### config.mk
export PLATFORM = sky130hd
export DESIGN_NAME = pool_engine
export DESIGN_NICKNAME = d
export VERILOG_FILES = /design/src/rtl/pool_engine.sv
export SDC_FILE = /design/constraint.sdc
export NUM_CORES = 1
export LEC_CHECK = 0
export CAP_MARGIN = 20
export CORE_ASPECT_RATIO = 0.5
export CORE_MARGIN = 4
export CORE_UTILIZATION = 30
export CTS_CLUSTER_DIAMETER = 120
export CTS_CLUSTER_SIZE = 24
export DETAILED_ROUTE_END_ITERATION = 16
export SLEW_MARGIN = 20
export SYNTH_ARGS = -nofsm -noshare
export SYNTH_HDL_FRONTEND = slang
export SYNTH_SLANG_ARGS = --single-unit
### constraint.sdc
create_clock -name clk -period 7.6 [get_ports clk]
set_input_delay 0.76 -clock clk [delete_from_list [all_inputs] [get_ports clk]]
set_output_delay 0.76 -clock clk [all_outputs]
set_load 0.05 [all_outputs]
### src/rtl/pool_engine.sv
// pool_engine: non-overlapping POOLxPOOL max / floor-average pooling over
// CH feature maps, streamed through a shared read/write memory bus.
module pool_engine #(
    parameter int DATA_W      = 20,
    parameter int IMG_W       = 64,
    parameter int IMG_H       = 64,
    parameter int ADDR_W      = 12,
    parameter int POOL        = 2,
    parameter int CH          = 2,
    parameter int CSEL_W      = 3,
    parameter int RD_SEL_BASE = 1,
    parameter int WR_SEL_BASE = 3
) (
    input  logic              clk,
    input  logic              reset,
    input  logic              start,
    input  logic              mode,
    output logic              crd,
    output logic [CSEL_W-1:0] csel,
    output logic [ADDR_W-1:0] caddr_rd,
    input  logic [DATA_W-1:0] cdata_rd,
    output logic              cwr,
    output logic [ADDR_W-1:0] caddr_wr,
    output logic [DATA_W-1:0] cdata_wr,
    output logic              busy,
    output logic              done
);
    localparam int LG    = $clog2(POOL);
    localparam int KW    = 2 * LG;
    localparam int WX_N  = IMG_W / POOL;
    localparam int WY_N  = IMG_H / POOL;
    localparam int WXW   = (WX_N > 1) ? $clog2(WX_N) : 1;
    localparam int WYW   = (WY_N > 1) ? $clog2(WY_N) : 1;
    localparam int CHW   = (CH > 1) ? $clog2(CH) : 1;
    localparam int SUM_W = DATA_W + KW;

    localparam logic [KW-1:0]  K_LAST  = KW'(POOL * POOL - 1);
    localparam logic [WXW-1:0] WX_LAST = WXW'(WX_N - 1);
    localparam logic [WYW-1:0] WY_LAST = WYW'(WY_N - 1);
    localparam logic [CHW-1:0] CH_LAST = CHW'(CH - 1);

    generate
        if ((IMG_W % POOL) != 0 || (IMG_H % POOL) != 0) begin : g_bad_dim
            $error("pool_engine: image size must be a multiple of POOL");
        end
        if (POOL < 2 || (POOL & (POOL - 1)) != 0) begin : g_bad_pool
            $error("pool_engine: POOL must be a power of two >= 2");
        end
        if (!((RD_SEL_BASE + CH <= WR_SEL_BASE) ||
              (WR_SEL_BASE + CH <= RD_SEL_BASE))) begin : g_bad_sel
            $error("pool_engine: read and write select ranges overlap");
        end
    endgenerate

    typedef enum logic [2:0] {
        S_IDLE, S_RD, S_LAST, S_WR, S_DONE
    } state_t;

    state_t             state_q, state_d;
    logic [KW-1:0]      k_q, k_d;
    logic [WXW-1:0]     wx_q, wx_d;
    logic [WYW-1:0]     wy_q, wy_d;
    logic [CHW-1:0]     ch_q, ch_d;
    logic               mode_q, mode_d;
    logic [SUM_W-1:0]   acc_q, acc_d;
    logic [DATA_W-1:0]  res_q, res_d;

    logic [LG-1:0]      kx, ky;
    logic [SUM_W-1:0]   samp, fold;
    logic               last_k, last_win;

    assign kx       = k_q[LG-1:0];
    assign ky       = k_q[KW-1:LG];
    assign samp     = {{KW{1'b0}}, cdata_rd};
    assign fold     = mode_q ? (acc_q + samp) : ((samp > acc_q) ? samp : acc_q);
    assign last_k   = (k_q == K_LAST);
    assign last_win = (ch_q == CH_LAST) && (wy_q == WY_LAST) && (wx_q == WX_LAST);

    always_ff @(posedge clk or posedge reset) begin
        if (reset) begin
            state_q <= S_IDLE;
            k_q     <= '0;
            wx_q    <= '0;
            wy_q    <= '0;
            ch_q    <= '0;
            mode_q  <= 1'b0;
            acc_q   <= '0;
            res_q   <= '0;
        end else begin
            state_q <= state_d;
            k_q     <= k_d;
            wx_q    <= wx_d;
            wy_q    <= wy_d;
            ch_q    <= ch_d;
            mode_q  <= mode_d;
            acc_q   <= acc_d;
            res_q   <= res_d;
        end
    end

    always_comb begin
        state_d = state_q;
        unique case (state_q)
            S_IDLE: if (start) state_d = S_RD;
            S_RD:   if (last_k) state_d = S_LAST;
            S_LAST: state_d = S_WR;
            S_WR:   state_d = last_win ? S_DONE : S_RD;
            S_DONE: state_d = S_IDLE;
            default: state_d = S_IDLE;
        endcase
    end

    // Read data lags crd by one cycle: load at k=1, fold through LAST.
    always_comb begin
        k_d    = k_q;
        wx_d   = wx_q;
        wy_d   = wy_q;
        ch_d   = ch_q;
        mode_d = mode_q;
        acc_d  = acc_q;
        res_d  = res_q;
        unique case (state_q)
            S_IDLE: begin
                if (start) begin
                    k_d    = '0;
                    wx_d   = '0;
                    wy_d   = '0;
                    ch_d   = '0;
                    mode_d = mode;
                end
            end
            S_RD: begin
                if (!last_k) k_d = k_q + KW'(1);
                if (k_q == KW'(1)) acc_d = samp;
                else if (k_q != '0) acc_d = fold;
            end
            S_LAST: begin
                res_d = mode_q ? DATA_W'(fold >> KW) : fold[DATA_W-1:0];
            end
            S_WR: begin
                if (!last_win) begin
                    k_d = '0;
                    if (wx_q == WX_LAST) begin
                        wx_d = '0;
                        if (wy_q == WY_LAST) begin
                            wy_d = '0;
                            ch_d = ch_q + CHW'(1);
                        end else begin
                            wy_d = wy_q + WYW'(1);
                        end
                    end else begin
                        wx_d = wx_q + WXW'(1);
                    end
                end
            end
            default: ;
        endcase
    end

    // Counters freeze after the last window, so addresses hold their value.
    always_comb begin
        crd      = 1'b0;
        cwr      = 1'b0;
        csel     = '0;
        busy     = (state_q != S_IDLE);
        done     = (state_q == S_DONE);
        cdata_wr = res_q;
        caddr_rd = ADDR_W'((int'(wy_q) * POOL + int'(ky)) * IMG_W
                           + int'(wx_q) * POOL + int'(kx));
        caddr_wr = ADDR_W'(int'(wy_q) * WX_N + int'(wx_q));
        unique case (state_q)
            S_RD: begin
                crd  = 1'b1;
                csel = CSEL_W'(RD_SEL_BASE + int'(ch_q));
            end
            S_WR: begin
                cwr  = 1'b1;
                csel = CSEL_W'(WR_SEL_BASE + int'(ch_q));
            end
            default: ;
        endcase
    end
endmodule

-- After elaboration in Yosys (flattened, before gate mapping)
Index checks and enable logic that the tools add are counted.
- add/sub/neg operators: 11
- $lt $le $gt $ge: 1
- reduce and logical (&&, ||, !) cells: 15
- multiplexer cells: 29
- equal/unequal tests: 14
- operators with widths (kind ; number):
    $mux W22 ; 4
    $mux W5 ; 6
    $add A22 B20 Y22 ; 1
    $gt A20 B22 Y1 ; 1
    $mux W20 ; 1
    $pmux W5 S2 ; 2
    $add A12 B1 Y12 ; 1
    $add A12 B6 Y12 ; 1
    $ne A2 B2 Y1 const B ; 6
    $pmux W3 S4 ; 1
    $add A10 B5 Y11 ; 1
    $add A5 B1 Y5 const B ; 2
    $eq A5 B5 Y1 const B ; 2
    $mux W3 ; 3
    $reduce_and A4 Y1 ; 2
    $add A6 B1 Y6 ; 1
    $eq A3 B2 Y1 const B ; 2
    $mux W1 ; 6
    $mux W2 ; 3
    $pmux W2 S3 ; 1
    $pmux W3 S2 ; 1
    $reduce_and A2 Y1 ; 3
    $reduce_bool A2 Y1 ; 3
    $reduce_bool A3 Y1 ; 2
    13 further kinds ; 14
- register bits after elaboration: 59
- input port bits: 24
- word-level logic and storage cells: 78
- output and inout port bits: 51

-- Logic depth before layout (Yosys ltp)
- word-level depth: 5
- depth in mapped cells: 13
- mapped depth without buffers: 10

-- Worst setup path after synthesis
No wires, ideal clock.
- kind: input-to-reg
- start point: input port cdata_rd[0]
- end point: register res_q[18] (netlist: cdata_wr[18])
- setup time: 0.142 ns
- cell stages on the path: 10
- required time: 7.458 ns
- path slack: 4.499 ns
- buffers on the path: 0
- arrival: 2.959 ns
- path through: ha_1 fa_1 nor2b_1 o311ai_0 a21oi_1 a211oi_2 o41ai_2 a2111o_1 o211ai_1 a31oi_1
- longest elaborated chain between the ends: 4
- elaborated cells on any way between the ends: 5
- classes of those cells: add/sub: 1; order compare: 1; mux: 3
- RTL lines (item ; line ; source):
    start, declared ; 21 ; input logic [DATA_W-1:0] cdata_rd,
    $gt A20 B22 Y1 ; 75 ; assign fold = mode_q ? (acc_q + samp) : ((samp > acc_q) ? samp : acc_q);
    $mux W22 ; 75 ;
    $mux W22 (*) ; 75 ;
    $mux W20 (*) ; 138 ; res_d = mode_q ? DATA_W'(fold >> KW) : fold[DATA_W-1:0];
    end signal, assigned ; 97 ; res_q <= res_d;
    end, declared ; 66 ; logic [DATA_W-1:0] res_q, res_d;
Every way passes the cells marked *; elsewhere a longest branch is shown, timed or not.
A chain may end at the register's enable or synchronous reset.

-- Worst setup path after layout
- start point: input port cdata_rd[17]
- end point: register res_q[0] (netlist: cdata_wr[0])
- longest elaborated chain between the ends: 4
- RTL lines (item ; line):
    $gt A20 B22 Y1 ; 75
    $mux W22 (2 in series) ; 75
    $mux W20 ; 138
No other way between the ends.

==> results.cfg <==
[status]
status = complete, no violations

[worst_hold_path]
hold_path.class = reg2reg
holdPathStages = 1

[place]
post-place-cells = 853
post-dp-hpwl_um = 10310
gp_congestion = 0.9111
pre_cts_ws_ns = 3.218
io_buffers = 72
dpl_cell_area_um2 = 5831

[sta]
tns_ns = 0
period_minus_slack_ns = 4.081
setup_ws_ns = 3.519
maxClockFrequency_ghz = 0.2451
hold_violations = 0
slew-limit-headroom_pct = 32.15
worst_slew_pin_slew_ns = 1.015
period_share_pct = 53.69
finalClockSkew_ns = 0.004212
slew_violations = 0
setup_viol = 0
rsz0062_at_grt = no

[yosys]
synth_cell_types = 71
synthFlopType = dfrtp_1
synthArstFlopShare_pct = 100.0
syn_inst = 592
synth.avg_cell_area_um2 = 8.477
yosysSeqAreaShare_pct = 29.42
synth_seq_cells = 59
netlist_area_um2 = 5019
yosysWarnings = 0
synth_edf_count = 0

[global_route]
gr-total-overflow = 0
grt_usage_pct = 15.30
grt_pass1_vias = 4446
antenna_found_initial = 0
grt_start_max_net_pins = 60
grt_pass1_wl_um = 23450

[cts]
cts_tree = yes
cts-root-buf = clkbuf_16
post_cts_resize_count = 0
clk_latency_ns = 0.33
cts-buffers-inserted = 9
postCtsSetupRepairBufs = 0
cts.htree.levels = 3
cts_buffer_depth = 2
cts_sinks = 59
clkTransAtPathRegs_ns = 0.05
cts_hold_buf = 0

[flow_run]
maxCapViolCount = 0

[layout]
fin_area_um2 = 6126
nets = 709
final-instance-count-excl-fill = 869
drive_above_1_share_pct = 8.879
synthToLayoutAreaGrowth_pct = 22.06
antennaDiodeCount = 0
n_fill_cell = 1666

[die]
row_count = 33
dieArea_um2 = 18990
die_w_um = 190.9
pin_count = 75
die_h_um = 99.46
start_util_pct = 30.62
core_um2 = 16390

[drt]
wirelength_um = 14550
drt_iter0_markers = 265
routedWlPerCell_um = 16.75
ant_nets = 0
via_count = 4515
dr.pass1.iters = 5
viasPerCell = 5.196
drc_errors = 0

[power_and_ir_drop]
p_leak_nw = 2.564
peakVddDrop_uv = 184.1
power_mw = 3.029
powerDensity_nw_per_um2 = 494.4

[worst_setup_path]
cp.required_ns = 7.78
worstSetupPathType = in2reg
path_max_fanout = 21
reg2reg_depth = 9
cp.arrival_ns = 4.26
critPathLaunchType = input port
end_kind = flop
per-stage QoR:
stage | util (%) | hold WS (ns)
after floorplan | - | 0.4822
after global placement | 35.57 | 0.4730
after detailed placement | 35.57 | 0.4791
after CTS | 37.37 | 0.4949
after global routing | 37.37 | 0.5110
final | 37.37 | 0.4904
metal layers:
| layer | track usage [%] | share of wire [%] |
|---|---|---|
| met2 | 23.47 | 43 |
| met1 | 22.21 | 50 |
| met5 | 0 | 0 |
| met3 | 3.506 | 5.5 |
| met4 | 3.034 | 0.81 |
registers in the layout, indices dropped and copies added (netlist names):
signal    flops
wx_q          5
state_q       3
acc_q        22
k_q           2
cdata_wr     20
mode_q        1
ch_q          1
wy_q          5
worst paths after layout:
path | from | endpoint | slack, ns
setup / recovery | cdata_rd[17] | cdata_wr[0] | 3.52
hold / removal | cdata_wr[4] | cdata_wr[4] | 0.49
setup reg to reg | acc_q[17] | cdata_wr[0] | 4.04
hold reg to reg | cdata_wr[4] | cdata_wr[4] | 0.49
max in group asynchronous | reset | acc_q[13] | 6.09
min in group asynchronous | reset | wx_q[1] | 0.98
cell families after synthesis:
kind of cell,count (synthesis),share of synthesized area (%)
compound gates,213,28.52
mux,20,4.313
flops,59,29.42
xor+xnor,15,2.618
simple gates,148,14.91
other cells,1,0.07472
fa+ha+maj,48,12.12
buf+inv,88,8.028
synth_stat cells, types with 3 or more instances:
master	count	area share [%]
or2b_1	3	0.45
a21o_1	4	0.60
nand4_1	4	0.50
o21ai_1	9	0.90
nand2_1	37	2.8
a22o_1	7	1.2
clkbuf_1	23	1.7
a21boi_0	3	0.45
a211o_1	4	0.70
o211ai_1	15	2.2
o31ai_1	5	0.75
o221a_2	3	0.67
o21bai_1	5	0.75
nor2_1	32	2.4
ha_1	47	12
nor2b_1	7	0.87
o221ai_1	3	0.52
a21oi_1	56	5.6
nor3_1	12	1.2
buf_4	14	2.1
a31oi_1	6	0.75
o21ai_0	40	4.0
mux2i_1	7	1.4
nand2b_1	5	0.62
or3_1	13	1.6
dfrtp_1	59	29
o21a_1	19	2.8
nand3_1	15	1.5
buf_2	4	0.40
inv_1	44	3.3
xnor2_1	13	2.3
a211oi_1	4	0.60
and3_1	4	0.50
a21oi_2	5	0.87
mux2_2	13	2.9
worst max-delay path, cell delays in order:
cell and delay (ns):
clkdlybuf4s50_1 0.47, ha_1 0.48, nand3_2 0.12, or4_1 0.50, o211ai_2 0.82, and2_4 0.50, mux2_2 0.39, mux2i_1 0.12
o21ai_0 0.09
report_power, final:
group,internal (mW),switching [mW],total [mW]
Clock,0.261,0.147,0.408
Combinational,0.767,1.27,2.04
Sequential,0.458,0.124,0.582
layout make-up:
type / count / area, µm² / share of cell area, %
multi-input combinational: 446 / 3151 / 51.43
clock inverter: 5 / 52.55 / 0.8578
sequential: 59 / 1476 / 24.10
tap: 227 / 284.0 / 4.636
inverter: 45 / 168.9 / 2.757
timing repair buffer: 76 / 750.7 / 12.25
clock buffer: 11 / 242.7 / 3.962
cell usage in the layout, fill, tap and decap left out, types with 7 or more instances in the layout:
cell	instances
nor3_1	11
clkbuf_16	9
dfrtp_1	59
xnor2_1	13
o21a_1	19
mux2i_1	7
nand3_1	15
a22o_1	7
or3_1	13
clkdlybuf4s50_1	72
nor2_1	31
o21ai_0	40
ha_1	47
nand2_1	37
o21ai_1	9
o211ai_1	15
a21oi_1	56
mux2_2	13
inv_1	43
nor2b_1	7
No activity file was read; power rests on OpenSTA's default activity.
